<file path="src/rtl/button_event_if.sv">
// Event interface for button_event: debounced level in, UI event pulses and hold levels out.
interface button_event_if;
  logic db_i;
  logic press_o;
  logic release_o;
  logic long_press_o;
  logic rpt_o;
  logic held_o;
  logic long_held_o;

  modport master (
    output db_i,
    input  press_o, release_o, long_press_o, rpt_o, held_o, long_held_o
  );

  modport slave (
    input  db_i,
    output press_o, release_o, long_press_o, rpt_o, held_o, long_held_o
  );
endinterface

</file>
<file path="src/rtl/button_event.sv">
// Turns a debounced button level into press / release / long-press pulses.
// Define BUTTON_EVENT_REPEAT_EN to add auto-repeat pulses while in long-press.
//
// state   | meaning
// --------+------------------------------------------------------------
// IDLE    | button released, hold counter parked at 0
// PRESSED | button down, counting toward LONG_CYCLES
// LONG    | long-press reached; repeat counter runs when enabled
module button_event #(
  parameter int unsigned LONG_CYCLES   = 100000000,
  parameter int unsigned REPEAT_CYCLES = 20000000
) (
  input logic           clk,
  input logic           reset,
  button_event_if.slave bus
);

`ifdef BUTTON_EVENT_REPEAT_EN
  localparam int unsigned MAX_CYCLES =
    (LONG_CYCLES > REPEAT_CYCLES) ? LONG_CYCLES : REPEAT_CYCLES;
`else
  localparam int unsigned MAX_CYCLES = LONG_CYCLES;
`endif
  localparam int CW = (MAX_CYCLES > 1) ? $clog2(MAX_CYCLES) : 1;
  localparam logic [CW-1:0] LONG_TC = CW'(LONG_CYCLES - 1);
`ifdef BUTTON_EVENT_REPEAT_EN
  localparam logic [CW-1:0] REPEAT_TC = CW'(REPEAT_CYCLES - 1);
`endif

  if (LONG_CYCLES < 2 || REPEAT_CYCLES < 2) begin : g_bad_param
    $error("button_event: LONG_CYCLES and REPEAT_CYCLES must be >= 2");
  end

  typedef enum logic [2:0] {
    IDLE    = 3'b001,
    PRESSED = 3'b010,
    LONG    = 3'b100
  } state_t;

  state_t        state_q;
  logic [CW-1:0] cnt_q;
  logic          db_q;
  logic          press_q;
  logic          release_q;
  logic          long_press_q;
  logic          held_q;
  logic          long_held_q;
  logic          rise;
  logic          fall;

  assign rise = bus.db_i & ~db_q;
  assign fall = ~bus.db_i & db_q;

`ifdef BUTTON_EVENT_REPEAT_EN
  logic rpt_q;
`endif

  always_ff @(posedge clk or negedge reset) begin
    if (!reset) begin
      state_q      <= IDLE;
      cnt_q        <= '0;
      db_q         <= 1'b0;
      press_q      <= 1'b0;
      release_q    <= 1'b0;
      long_press_q <= 1'b0;
      held_q       <= 1'b0;
      long_held_q  <= 1'b0;
`ifdef BUTTON_EVENT_REPEAT_EN
      rpt_q        <= 1'b0;
`endif
    end else begin
      db_q         <= bus.db_i;
      press_q      <= 1'b0;
      release_q    <= 1'b0;
      long_press_q <= 1'b0;
`ifdef BUTTON_EVENT_REPEAT_EN
      rpt_q        <= 1'b0;
`endif
      case (state_q)
        IDLE: begin
          cnt_q <= '0;
          if (rise) begin
            // The rise sample is the first high cycle, so counting starts at 1.
            press_q <= 1'b1;
            held_q  <= 1'b1;
            cnt_q   <= CW'(1);
            state_q <= PRESSED;
          end
        end
        PRESSED: begin
          if (fall) begin
            release_q <= 1'b1;
            held_q    <= 1'b0;
            cnt_q     <= '0;
            state_q   <= IDLE;
          end else if (bus.db_i) begin
            if (cnt_q == LONG_TC) begin
              long_press_q <= 1'b1;
              long_held_q  <= 1'b1;
              cnt_q        <= '0;
              state_q      <= LONG;
            end else begin
              cnt_q <= cnt_q + CW'(1);
            end
          end
        end
        LONG: begin
          if (fall) begin
            release_q   <= 1'b1;
            held_q      <= 1'b0;
            long_held_q <= 1'b0;
            cnt_q       <= '0;
            state_q     <= IDLE;
          end else begin
`ifdef BUTTON_EVENT_REPEAT_EN
            if (cnt_q == REPEAT_TC) begin
              rpt_q <= 1'b1;
              cnt_q <= '0;
            end else begin
              cnt_q <= cnt_q + CW'(1);
            end
`else
            cnt_q <= '0;
`endif
          end
        end
        default: begin
          state_q     <= IDLE;
          cnt_q       <= '0;
          held_q      <= 1'b0;
          long_held_q <= 1'b0;
        end
      endcase
    end
  end

  assign bus.press_o      = press_q;
  assign bus.release_o    = release_q;
  assign bus.long_press_o = long_press_q;
  assign bus.held_o       = held_q;
  assign bus.long_held_o  = long_held_q;
`ifdef BUTTON_EVENT_REPEAT_EN
  assign bus.rpt_o        = rpt_q;
`else
  assign bus.rpt_o        = 1'b0;
`endif

endmodule

</file>
<file path="src/flat_wrapper.sv">
// flat-port wrapper written by rule: the top's interface ports become plain ports
module button_event_flat 
#(
  parameter int unsigned LONG_CYCLES   = 100000000,
  parameter int unsigned REPEAT_CYCLES = 20000000
)
  (clk, reset, bus_db_i, bus_press_o, bus_release_o, bus_long_press_o, bus_rpt_o, bus_held_o, bus_long_held_o);
  button_event_if bus_i ();
  input logic clk;
  input logic reset;
  input wire logic [$bits(bus_i.db_i)-1:0] bus_db_i;
  output wire logic [$bits(bus_i.press_o)-1:0] bus_press_o;
  output wire logic [$bits(bus_i.release_o)-1:0] bus_release_o;
  output wire logic [$bits(bus_i.long_press_o)-1:0] bus_long_press_o;
  output wire logic [$bits(bus_i.rpt_o)-1:0] bus_rpt_o;
  output wire logic [$bits(bus_i.held_o)-1:0] bus_held_o;
  output wire logic [$bits(bus_i.long_held_o)-1:0] bus_long_held_o;
  assign bus_i.db_i = bus_db_i;
  assign bus_press_o = bus_i.press_o;
  assign bus_release_o = bus_i.release_o;
  assign bus_long_press_o = bus_i.long_press_o;
  assign bus_rpt_o = bus_i.rpt_o;
  assign bus_held_o = bus_i.held_o;
  assign bus_long_held_o = bus_i.long_held_o;
  button_event #(.LONG_CYCLES(LONG_CYCLES), .REPEAT_CYCLES(REPEAT_CYCLES)) u_core (.clk(clk), .reset(reset), .bus(bus_i));
endmodule
</file>
<file path="config.mk">
export PLATFORM = sky130hd
export DESIGN_NAME = button_event_flat
export DESIGN_NICKNAME = d
export VERILOG_FILES = /design/src/rtl/button_event_if.sv /design/src/rtl/button_event.sv /design/src/flat_wrapper.sv
export SDC_FILE = /design/constraint.sdc
export NUM_CORES = 1
export LEC_CHECK = 0
export BUFFER_PORTS_ARGS = -buffer_cell sky130_fd_sc_hd__buf_2
export CAP_MARGIN = 20
export CELL_PAD_IN_SITES_DETAIL_PLACEMENT = 1
export CELL_PAD_IN_SITES_GLOBAL_PLACEMENT = 2
export CORE_ASPECT_RATIO = 1.5
export CORE_MARGIN = 3
export CORE_UTILIZATION = 35
export DETAILED_ROUTE_END_ITERATION = 12
export GPL_ROUTABILITY_DRIVEN = 0
export PLACE_DENSITY_LB_ADDON = 0.1
export SLEW_MARGIN = 15
export SYNTH_ARGS = -nofsm -noshare
export SYNTH_HDL_FRONTEND = slang
export SYNTH_SLANG_ARGS = --single-unit
</file>
<file path="constraint.sdc">
create_clock -name clk -period 2.7 [get_ports clk]
set_input_delay 0.54 -clock clk [delete_from_list [all_inputs] [get_ports clk]]
set_output_delay 0.54 -clock clk [all_outputs]
set_load 0.03 [all_outputs]
</file>
# [Word level (Yosys, flattened, before mapping)]
# Index checks and enable logic that the tools add are counted.
# W data, S select, Z words.
[classes] addsub=1 multipliers=0 div=0 order_cmp=0 n_eq_ne=12 n_shift=0 mux=26 bitwise=5 n_reduce_logical=4
[op_table] cell="$mux W27" n=3
[op_table] cell="$pmux W27 S2" n=1
[op_table] cell="$add A27 B1 Y27 const B" n=1
[op_table] cell="$eq A27 B27 Y1 const B" n=1
[op_table] cell="$mux W3" n=5
[op_table] cell="$mux W1" n=14
[op_table] cell="$pmux W3 S3" n=1
[op_table] cell="$ne A2 B1 Y1 const B" n=4
[op_table] cell="$reduce_and A5 Y1" n=1
[op_table] cell="$ne A2 B2 Y1 const B" n=2
[op_table] cell="$reduce_and A4 Y1" n=1
[op_table] cell="$eq A3 B1 Y1 const B" n=1
[op_table] cell="$eq A3 B2 Y1 const B" n=1
[op_table] cell="$eq A3 B3 Y1 const B" n=1
[op_table] cell="$ne A3 B1 Y1 const B" n=1
[op_table] cell="$ne A3 B2 Y1 const B" n=1
[op_table] cell="$not A1 Y1" n=3
[op_table] cell="$pmux W1 S3" n=1
[op_table] cell="$and A1 B1 Y1" n=2
[op_table] cell="$pmux W1 S2" n=1
[op_table] cell="$reduce_and A2 Y1" n=1
[op_table] cell="$reduce_or A2 Y1" n=1
[word_totals] ff_bits=36 latchBits=0 mem_bits_rw=0 mem_bits_ro=0 inputBits=3 out_inout_bits=6 wordCells=56 mem_count=0

# [Logic depth before layout (Yosys ltp)]
# Gate-level depths: netlist of the first run.
[depth] word_depth=5 ltp_mapped=7 depth_no_buf=6

# [Worst setup path after synthesis of the first run]
# No wires, ideal clock.
[synth_timing] path_kind="flip-flop to flip-flop" startpoint="register u_core.cnt_q[10]" endpoint="register u_core.state_q[1]" setup_time_ps=123 t_arrival_ps=2179 required_time_ps=2577 setup_slack_ps=399 stages_incl_launch_ff=7 n_path_buf=1 synth_period_minus_slack_ps=2301 path_cell_list="dfrtp_1 or4b_1 or4_4 or3_4 nand3_4 buf_12 nand2_4"
[synth_between] elab_chain_cells=3
[synth_rtl] item="start: declaration" line="button_event.sv:41" rtl="logic [CW-1:0] cnt_q;"
[synth_rtl] item="start signal: assignment" line="button_event.sv:103" rtl="cnt_q <= cnt_q + CW'(1);"
[synth_rtl] item="$eq A27 B27 Y1" line="button_event.sv:97" rtl="if (cnt_q == LONG_TC) begin"
[synth_rtl] item="$ne A3 B1 Y1 (no line)"
[synth_rtl] item="$reduce_and A4 Y1 (no line)"
[synth_rtl] item="end signal: assignment" line="button_event.sv:95" rtl="state_q <= IDLE;"
[synth_rtl] item="end signal: assignment" line="button_event.sv:101" rtl="state_q <= LONG;"
[synth_rtl] item="end signal: assignment" line="button_event.sv:113" rtl="state_q <= IDLE;"
[synth_rtl] item="end: declaration" line="button_event.sv:40" rtl="state_t state_q;"
# Every way passes these cells.
# A chain may end at the register's enable or synchronous reset.

# [Worst setup path in the final report of the first run]
[layout_timing] startpoint="register u_core.cnt_q[10]" endpoint="register u_core.cnt_q[19]"
[layout_between] elab_chain_cells=5 word_cells_on_any_way=6 classes_between="add/sub: 1; eq/ne: 1; mux: 4"
[layout_rtl] item="$add A27 B1 Y27 or $eq A27 B27 Y1 (tied branches)" line="button_event.sv:103, button_event.sv:97"
[layout_rtl] item="$mux W27 (*)" line="button_event.sv:97"
[layout_rtl] item="$mux W27 (*)" line="button_event.sv:96" rtl="end else if (bus.db_i) begin"
[layout_rtl] item="$mux W27 (*)" line="button_event.sv:91" rtl="if (fall) begin"
[layout_rtl] item="$pmux W27 S2 (*)" line="button_event.sv:79" rtl="case (state_q)"
# Mark *: on every way between the ends. The rest lies on a longest branch, timed or not. The select of a mux whose other input is x is not followed.

==> results of run 1 <==
==> logic make-up (layout without fill, tap and decap cells) <==
group                      Yosys count  in the layout  synth area share (%)
and+or+nand+nor                    106            106                  30.7
DFF                                 36             36                  47.0
AOI/OAI and AO/OA                   26             26                  9.06
xor gates and xnor gates            19             19                  8.66
buffers and inverters                8             18                  3.78
adders and majority gates            1              1                 0.651
other                                1              1                 0.195
==> synth_stat cells (2+ instances only) <==
cell,number,area share [%]
a21oi_1,5,1.3
a31oi_1,8,2.6
a41oi_1,2,0.91
and2_1,2,0.65
and4_1,2,0.91
buf_4,3,1.2
buf_6,2,1.2
dfrtp_1,35,46
nand2_1,22,4.3
nand3_1,15,3.9
nand3b_1,4,1.6
nand4_1,10,3.3
nor2_1,19,3.7
nor2_2,9,2.9
nor2b_1,2,0.65
nor3_1,7,1.8
o21a_1,2,0.78
o21ai_0,5,1.3
xnor2_1,3,1.4
xor2_1,16,7.3
==> flip-flops by register name, indices dropped and copies added, names as in the netlist <==
register / count
u_core.cnt_q: 27
u_core.state_q: 3
u_core.bus.held_o: 1
u_core.bus.long_held_o: 1
u_core.bus.long_press_o: 1
u_core.bus.press_o: 1
u_core.bus.release_o: 1
u_core.db_q: 1
==> area by class of cell <==
class	instances	area, sq um	area share (%)
well taps	68	85.1	4.08
repair buffers	9	50.0	2.40
inverters	1	3.75	0.180
multi-input cells	153	946	45.3
flip-flops and latches	36	902	43.2
clock buffers	8	100	4.80
==> how the worst min path moves through the flow <==
stage,depth (start not counted),endpoint,startpoint,slack [ps]
finish,1,u_core.cnt_q[9],reset,350
global route,1,u_core.cnt_q[9],reset,390
CTS,1,u_core.cnt_q[9],reset,370
detailed placement,1,u_core.bus.long_held_o,u_core.bus.long_held_o,490
global placement,1,u_core.bus.long_held_o,u_core.bus.long_held_o,470
floorplan,0,u_core.bus.held_o,reset,240
==> layer usage <==
layer,track usage (%),up-vias
met2,28.2,16
met3,3.83,9
met4,6.73,0
li1,-,712
met1,18.6,776
met5,0,-
==> power by group <==
part | switching, mW | total (mW) | internal, mW
Combinational | 0.0515 | 0.0730 | 0.0215
Clock | 0.192 | 0.425 | 0.233
Sequential | 0.0172 | 0.571 | 0.553
Total | 0.260 | 1.07 | 0.808
==> metrics by stage <==
stage,hold WS [ps],util [%],std cells,area (sq um)
detailed placement,487,37.9,267,1990
global placement,468,37.9,267,1990
CTS,374,39.8,275,2090
floorplan,244,-,197,1920
global route,390,39.8,275,2090
finish,346,39.8,275,2090
==> metrics.md, run 1 <==
| Metric | Value |
|---|---|
| Status | completed |
| Post-Synthesis Cells | 197 |
| Tcrit/Tclk final | 90.2% |
| CP max-delay cell | or4_4 |
| Num rows | 32 |
| WL met2 | 2560 um |
| Pre-Repair DR Iteration Count | 4 |
| Setup WS pre-CTS | 256 ps |
| Lkg Pwr | 0.806 nW |
| Slew @ Worst Pin | 848 ps |
| Port buffer count | 7 |
| Antenna-violating nets left | 0 |
| Via count | 1513 |
| CTS resizes | 0 |
| First-pass GRT wire length | 7990 um |
| Skew final | 3.58 ps |
| Max Cap Viol | 0 |
| Number of remaining DRC errors | 0 |
| Number of synthesized flops with an enable pin | 0 |
| Antenna cells | 0 |
| Worst R2R Start | u_core.cnt_q[10] |
| Cell variety after synth | 44 |
| Core area | 5250 sq um |
| Endpoints failing hold | 0 |
| Reg2reg path depth | 5 |
| Max clock buf depth | 2 |
| Cell area power density | 512 nW/um^2 |
| Crit-path cells | or4b_1 > or4_4 > or3_4 > nand3_4 > nor2_1 |
| RR Endpoint | u_core.cnt_q[19] |
| CTS Buf Count | 5 |
| Seq/Total Area, Yosys | 47.0% |
| Crit path max fanout | 19 |
| Finish-stage setup viols | 0 |
| Ys Warns | 0 |
| Pin count of the biggest net entering global routing | 37 |
| Ports | 9 |
| CTS root buf | clkbuf_8 |
| CP Data Arrival Time | 2600 ps |
| GR Overflow Total | 0 |
| Syn Std Cell Area | 1920 sq um |
| Drt via density | 5.50 |
| Final HPWL DP | 3480 um |
| Post-synth ARST share | 100% |
| Vias in the first global route | 1619 |
| Wire per inst | 17.2 um |
| # Post-CTS Setup Buffers | 0 |
| Initial Util | 36.6% |
| Clock Latency Late Sink | 290 ps |
| Initial antenna violation count | 0 |
| Final setup TNS | 0 ps |
| DIE AREA | 6430 sq um |
| Final #Nets | 210 |
| Most common cell after layout, fill and taps aside | dfrtp_1 |
| Crit path required time | 2870 ps |
| Hold-fix buffers at CTS | 0 |
| Layout area overhead | 8.66% |
| Slew margin rel. | 43.4% |
| HP Class | in2async |
| CTS H-tree lvls | 2 |
| Most frequent cells in the layout | dfrtp_1, nand2_1, nor2_1 |
| Synthesized net count | 201 |
| WL final | 4730 um |
| Setup crit start kind | register |
| Crit path depth | 5 |
| Clock Pin Slew Worst Setup and Hold Paths | 70 ps |
| CP endpoint | u_core.cnt_q[19] |
| Buf/Inv on CP | 0 |
| TritonCTS clock tree | yes |
| Wl on met1 | 1970 um |
| CP Capture Type | register |
| Final Max Tran Viols | 0 |
| Min Tclk post-route | 2430 ps |
| Setup ws final | 265 ps |
| Overall Global Routing Usage | 16.3% |
| Peak supply drop | 0.312 mV |
| Design Power | 1.07 mW |
| Drt first-iter violations | 32 |
| R2R Setup Slk | 270 ps |
| Average size of a mapped cell | 9.75 sq um |
| Clock sinks | 36 |
| CP max stage delay | 550 ps |
| Met3 routed WL | 112 um |
| Die Span Y | 96.7 um |
| Top Metal Used | met4 |
| Die X-Extent | 66.5 um |
| Layout cells sized above 1 | 17.9% |
| Crit path max-delay family | simple AND/OR/NAND/NOR gates |
| Seq cells post-synth | 36 |
| Highest Clock Rate | 411 MHz |
| Setup crit start | u_core.cnt_q[10] |
| Ys flop type | dfrtp_1 |
| Fillers | 608 |
| RSZ-0062 raised after global routing | false |
| Critical path class | reg2reg |
Power figures use the tool's default switching activity.
==> inputs of run 2 (changes only) <==
BUFFER_PORTS_ARGS = -buffer_cell sky130_fd_sc_hd__clkbuf_2   (was -buffer_cell sky130_fd_sc_hd__buf_2)
SKIP_CTS_REPAIR_TIMING = 1   (was not set)
==> metrics.md, run 2 (same netlist as run 1, synthesis figures left out) <==
| Metric | Value |
|---|---|
| Biggest regs | u_core.cnt_q: 27 flops, u_core.state_q: 3 flops |
| Max Cap Viol | 0 (unchanged) |
| Overall Global Routing Usage | 16.2% (-0.13 points) |
| Drt first-iter violations | 43 (+34%) |
| RSZ-0062 raised after global routing | false |
| Pre-Repair DR Iteration Count | 4 (unchanged) |
| Design Power | 1.06 mW (-0.45%) |
| CP Data Arrival Time | 2600 ps (about the same) |
| Ports | 9 (unchanged) |
| CTS root buf | clkbuf_8 |
| Min Tclk post-route | 2430 ps (-2.02 ps) |
| Hold slack | 380 ps (+33.8 ps) |
| Crit path max fanout | 19 (unchanged) |
| Slew margin rel. | 38.1% (-5.3 points) |
| Most common cell after layout, fill and taps aside | dfrtp_1 |
| Layout cells sized above 1 | 17.9% (unchanged) |
| Highest Clock Rate | 411 MHz (about the same) |
| Dpl cell area | 1990 sq um (unchanged) |
| Max clock buf depth | 2 (unchanged) |
| Clock sinks | 36 (unchanged) |
| Most frequent cells in the layout | dfrtp_1, nand2_1, nor2_1 |
| Via count | 1514 (+0.066%) |
| Final setup TNS | 0 ps (unchanged) |
| Clock Latency Late Sink | 290 ps (about the same) |
| Initial antenna violation count | 0 (unchanged) |
| CTS Buf Count | 5 (unchanged) |
| Final Max Tran Viols | 0 (unchanged) |
| Core area | 5250 sq um (unchanged) |
| Num rows | 32 (unchanged) |
| First-pass GRT wire length | 8000 um (about the same) |
| Status | completed |
| HP Class | in2async |
| Die X-Extent | 66.5 um (unchanged) |
| Finish-stage setup viols | 0 (unchanged) |
| Cell area power density | 510 nW/um^2 (-0.45%) |
| Antenna cells | 0 (unchanged) |
| Number of flip-flops in the largest register | 27 (unchanged) |
| Wire per inst | 17.0 um (-1.0%) |
| Final Cell Area | 2090 sq um (unchanged) |
| Vias in the first global route | 1624 (+0.31%) |
| Lkg Pwr | 0.802 nW (-0.38%) |
| CP Capture Type | register |
| Slew @ Worst Pin | 928 ps (+79.7 ps) |
| Initial Util | 36.6% (unchanged) |
| WL final | 4690 um (-1.0%) |
| Largest Register | u_core.cnt_q |
| Crit path required time | 2870 ps (about the same) |
| Final HPWL DP | 3460 um (-0.38%) |
| Drt via density | 5.51 (about the same) |
| DIE AREA | 6430 sq um (unchanged) |
| Layout area overhead | 8.66% (unchanged) |
| Skew final | 5.77 ps (+2.20 ps) |
| Critical path class | reg2reg |
| Die Span Y | 96.7 um (unchanged) |
| Final #Nets | 210 (unchanged) |
| Port buffer count | 7 (unchanged) |
| Setup crit start kind | register |
| Antenna-violating nets left | 0 (unchanged) |
| Peak supply drop | 0.277 mV (-11%) |
| Number of remaining DRC errors | 0 (unchanged) |
| Pin count of the biggest net entering global routing | 37 (unchanged) |
| Tcrit/Tclk final | 90.1% (about the same) |
| CTS H-tree lvls | 2 (unchanged) |
| Endpoints failing hold | 0 (unchanged) |
| GR Overflow Total | 0 (unchanged) |
| Clock Pin Slew Worst Setup and Hold Paths | 70 ps (about the same) |
| TritonCTS clock tree | yes |
| Final Util | 39.8% (unchanged) |
==> run 2: changes by cell type in the layout (fill, tap and decap cells not counted), sizes merged <==
cell    before  now
buf          9    2
clkbuf       8   15
==> run 2: final timing paths <==
path / endpoint / depth (start not counted) / slack, ps / from
max: u_core.cnt_q[2] / 5 / 270 / u_core.cnt_q[10]
min: u_core.bus.held_o / 1 / 380 / reset
min in group clk: u_core.db_q / 1 / 460 / bus_db_i
max reg2reg: u_core.cnt_q[2] / 5 / 270 / u_core.cnt_q[10]
min reg2reg: u_core.bus.long_held_o / 1 / 500 / u_core.bus.long_held_o
max in group asynchronous: u_core.cnt_q[2] / 1 / 1750 / reset
==> run 2: metrics by stage <==
| step | setup WS (ps) | cells |
|---|---|---|
| 4_1_cts | 242 | 275 |
| 3_3_place_gp | 305 | 267 |
| 3_5_place_dp | 211 | 267 |
| 5_1_grt | 154 | 275 |
| 6_report | 267 | 275 |
| 2_1_floorplan | 399 | 197 |
==> run 2: power breakdown <==
part | switching [mW] | internal, mW
sequential | 0.0164 | 0.554
combinational | 0.0497 | 0.0213
clock | 0.190 | 0.233
==> run 2: cell type report <==
cell class / instances / area (sq um)
Timing Repair Buffer: 9 / 50.0
Fill cell: 627 / 3160
Multi-Input combinational cell: 153 / 946
Inverter: 1 / 3.75
Clock buffer: 8 / 100
Tap cell: 68 / 85.1
Sequential cell: 36 / 902
==> run 2: per-layer routing <==
metal	vias to the layer above	wire length (um)	global-route usage [%]	part of all wire, %
met3	9	119	3.14	2.5
met1	772	1910	18.7	41
met5	-	0	0	0
met4	0	97	6.26	2.1
li1	717	-	-	-
met2	16	2560	28.5	55
==> run 2: critical path: stages (launching register included) <==
cell	delay, ps
dfrtp_1	430
or4b_1	530
or4_4	550
or3_4	420
nand3_4	270
nor2_1	90
==> inputs of run 3 (changes only) <==
clock period = 2.03 ns   (was 2.7 ns; I/O delays follow)
==> metrics.md, run 3 (same netlist as run 1, synthesis figures left out) <==
| Metric | Value |
|---|---|
| Pin count of the biggest net entering global routing | 37 (unchanged) |
| Drt first-iter violations | 64 (+49%) |
| CTS Buf Count | 5 (unchanged) |
| Port buffer count | 7 (unchanged) |
| Lkg Pwr | 0.995 nW (+24%) |
| Die Span Y | 96.7 um (unchanged) |
| Layout cells sized above 1 | 30.2% (+12 points) |
| Antenna-violating nets left | 0 (unchanged) |
| Via count | 1607 (+6.1%) |
| DIE AREA | 6430 sq um (unchanged) |
| CTS H-tree lvls | 2 (unchanged) |
| Initial antenna violation count | 0 (unchanged) |
| TritonCTS clock tree | yes |
| Crit path max fanout | 9 (-10) |
| Num rows | 32 (unchanged) |
| Ports | 9 (unchanged) |
| Final Cell Area | 2400 sq um (+15%) |
| Min Tclk post-route | 2190 ps (-243 ps) |
| Tcrit/Tclk final | 108% (+18 points) |
| Max clock buf depth | 2 (unchanged) |
| Die X-Extent | 66.5 um (unchanged) |
| Initial Util | 36.6% (unchanged) |
| Skew final | 7.11 ps (+1.33 ps) |
| WL final | 5120 um (+9.3%) |
| GR Overflow Total | 0 (unchanged) |
| Core area | 5250 sq um (unchanged) |
| Clock Pin Slew Worst Setup and Hold Paths | 80 ps (about the same) |
| Number of remaining DRC errors | 0 (unchanged) |
| Cell area power density | 655 nW/um^2 (+29%) |
| RSZ-0062 raised after global routing | true |
| Endpoints failing hold | 0 (unchanged) |
| Clock Latency Late Sink | 290 ps (about the same) |
| Max Cap Viol | 0 (unchanged) |
| Status | finished with violations |
| Biggest regs | u_core.cnt_q: 27 flops, u_core.state_q: 3 flops |
| Wire per inst | 16.9 um (-0.83%) |
| Most frequent cells in the layout | dfrtp_1, buf_4, nand2_1 |
| Highest Clock Rate | 457 MHz (+11%) |
| CP Data Arrival Time | 2380 ps (-220 ps) |
| Clock sinks | 36 (unchanged) |
| Antenna cells | 0 (unchanged) |
| Peak supply drop | 0.494 mV (+78%) |
| First-pass GRT wire length | 8540 um (+6.7%) |
| Layout area overhead | 25.0% |
| Crit path required time | 2220 ps (-650 ps) |
| CTS root buf | clkbuf_8 |
| Fillers | 601 (-4.1%) |
| Final Max Tran Viols | 0 (unchanged) |
| Final #Nets | 238 (+13%) |
| Drt via density | 5.30 (-3.7%) |
| Finish-stage setup viols | 24 (+24) |
| Failing checks | negative setup slack |
| Dpl cell area | 2220 sq um (+12%) |
| Final Util | 45.8% (+6.0 points) |
| Setup ws final | -159 ps (-427 ps) |
| Slew margin rel. | 51.9% (+14 points) |
| CP Capture Type | register |
| HP Class | in2async |
| Setup crit start kind | register |
| Most common cell after layout, fill and taps aside | dfrtp_1 |
| Vias in the first global route | 1762 (+8.5%) |
| Overall Global Routing Usage | 17.5% (+1.3 points) |
| Largest Register | u_core.cnt_q |
| Final HPWL DP | 3850 um (+11%) |
| Pre-Repair DR Iteration Count | 4 (unchanged) |
| Slew @ Worst Pin | 715 ps (-213 ps) |
| Critical path class | reg2reg |
| Number of flip-flops in the largest register | 27 (unchanged) |
run 3: cell count changes in the layout (fill, tap and decap cells not counted), moves of 2 or more:
cell     change
buf_12       +2
a41oi_1      -2
a41oi_2      +2
buf_4       +25
run 3: worst max-delay path, cell delays in order (launching register included):
cell     delay [ps]
dfrtp_1         380
or4b_1          510
or4_4           450
or3_4           420
nand3_4         130
buf_12          150
nor2_1           50
run 3: area by class of cell:
cell class	count	area, sq um	area share [%]
clock buffer	7	96.3	4.01
sequential	36	902	37.6
multi-input combinational	153	993	41.4
tap	68	85.1	3.55
inverter	1	3.75	0.156
timing repair buffer	37	289	12.0
clock inverter	1	30.0	1.25
run 3: routing by layer:
layer / vias to the layer above / global-route usage [%] / share of wire [%]
li1: 771 / - / -
met1: 813 / 19.4 / 40
met2: 16 / 32.0 / 56
met3: 7 / 3.14 / 1.8
met4: 0 / 6.10 / 2.1
met5: - / 0 / 0
run 3: worst paths after layout:
path / start / to / slack [ps] / depth (start not counted)
min: reset / u_core.bus.long_press_o / 160 / 2
max: u_core.cnt_q[9] / u_core.cnt_q[24] / -160 / 6
min reg2reg: u_core.bus.long_held_o / u_core.bus.long_held_o / 500 / 1
max in group asynchronous: reset / u_core.state_q[0] / 1520 / 2
max reg2reg: u_core.cnt_q[9] / u_core.cnt_q[24] / -160 / 6
min in group clk: bus_db_i / u_core.db_q / 370 / 2
run 3: report_power, final:
part / internal, mW / switching [mW] / leakage, nW
logic: 0.0386 / 0.0713 / 0.438
clock network: 0.434 / 0.269 / 0.0645
registers: 0.736 / 0.0244 / 0.493
run 3: metrics by stage:
| step | setup TNS (ps) | instances | setup WS [ps] | hold WS [ps] | total power, mW |
|---|---|---|---|---|---|
| global route | -4620 | 303 | -210 | 199 | 1.63 |
| detailed placement | -3650 | 294 | -190 | 484 | 0.881 |
| CTS | -4090 | 302 | -201 | 168 | 1.59 |
| global placement | -2910 | 294 | -132 | 474 | 0.874 |
| floorplan | -2010 | 197 | -134 | 110 | 0.837 |
| finish | -2970 | 303 | -159 | 156 | 1.57 |
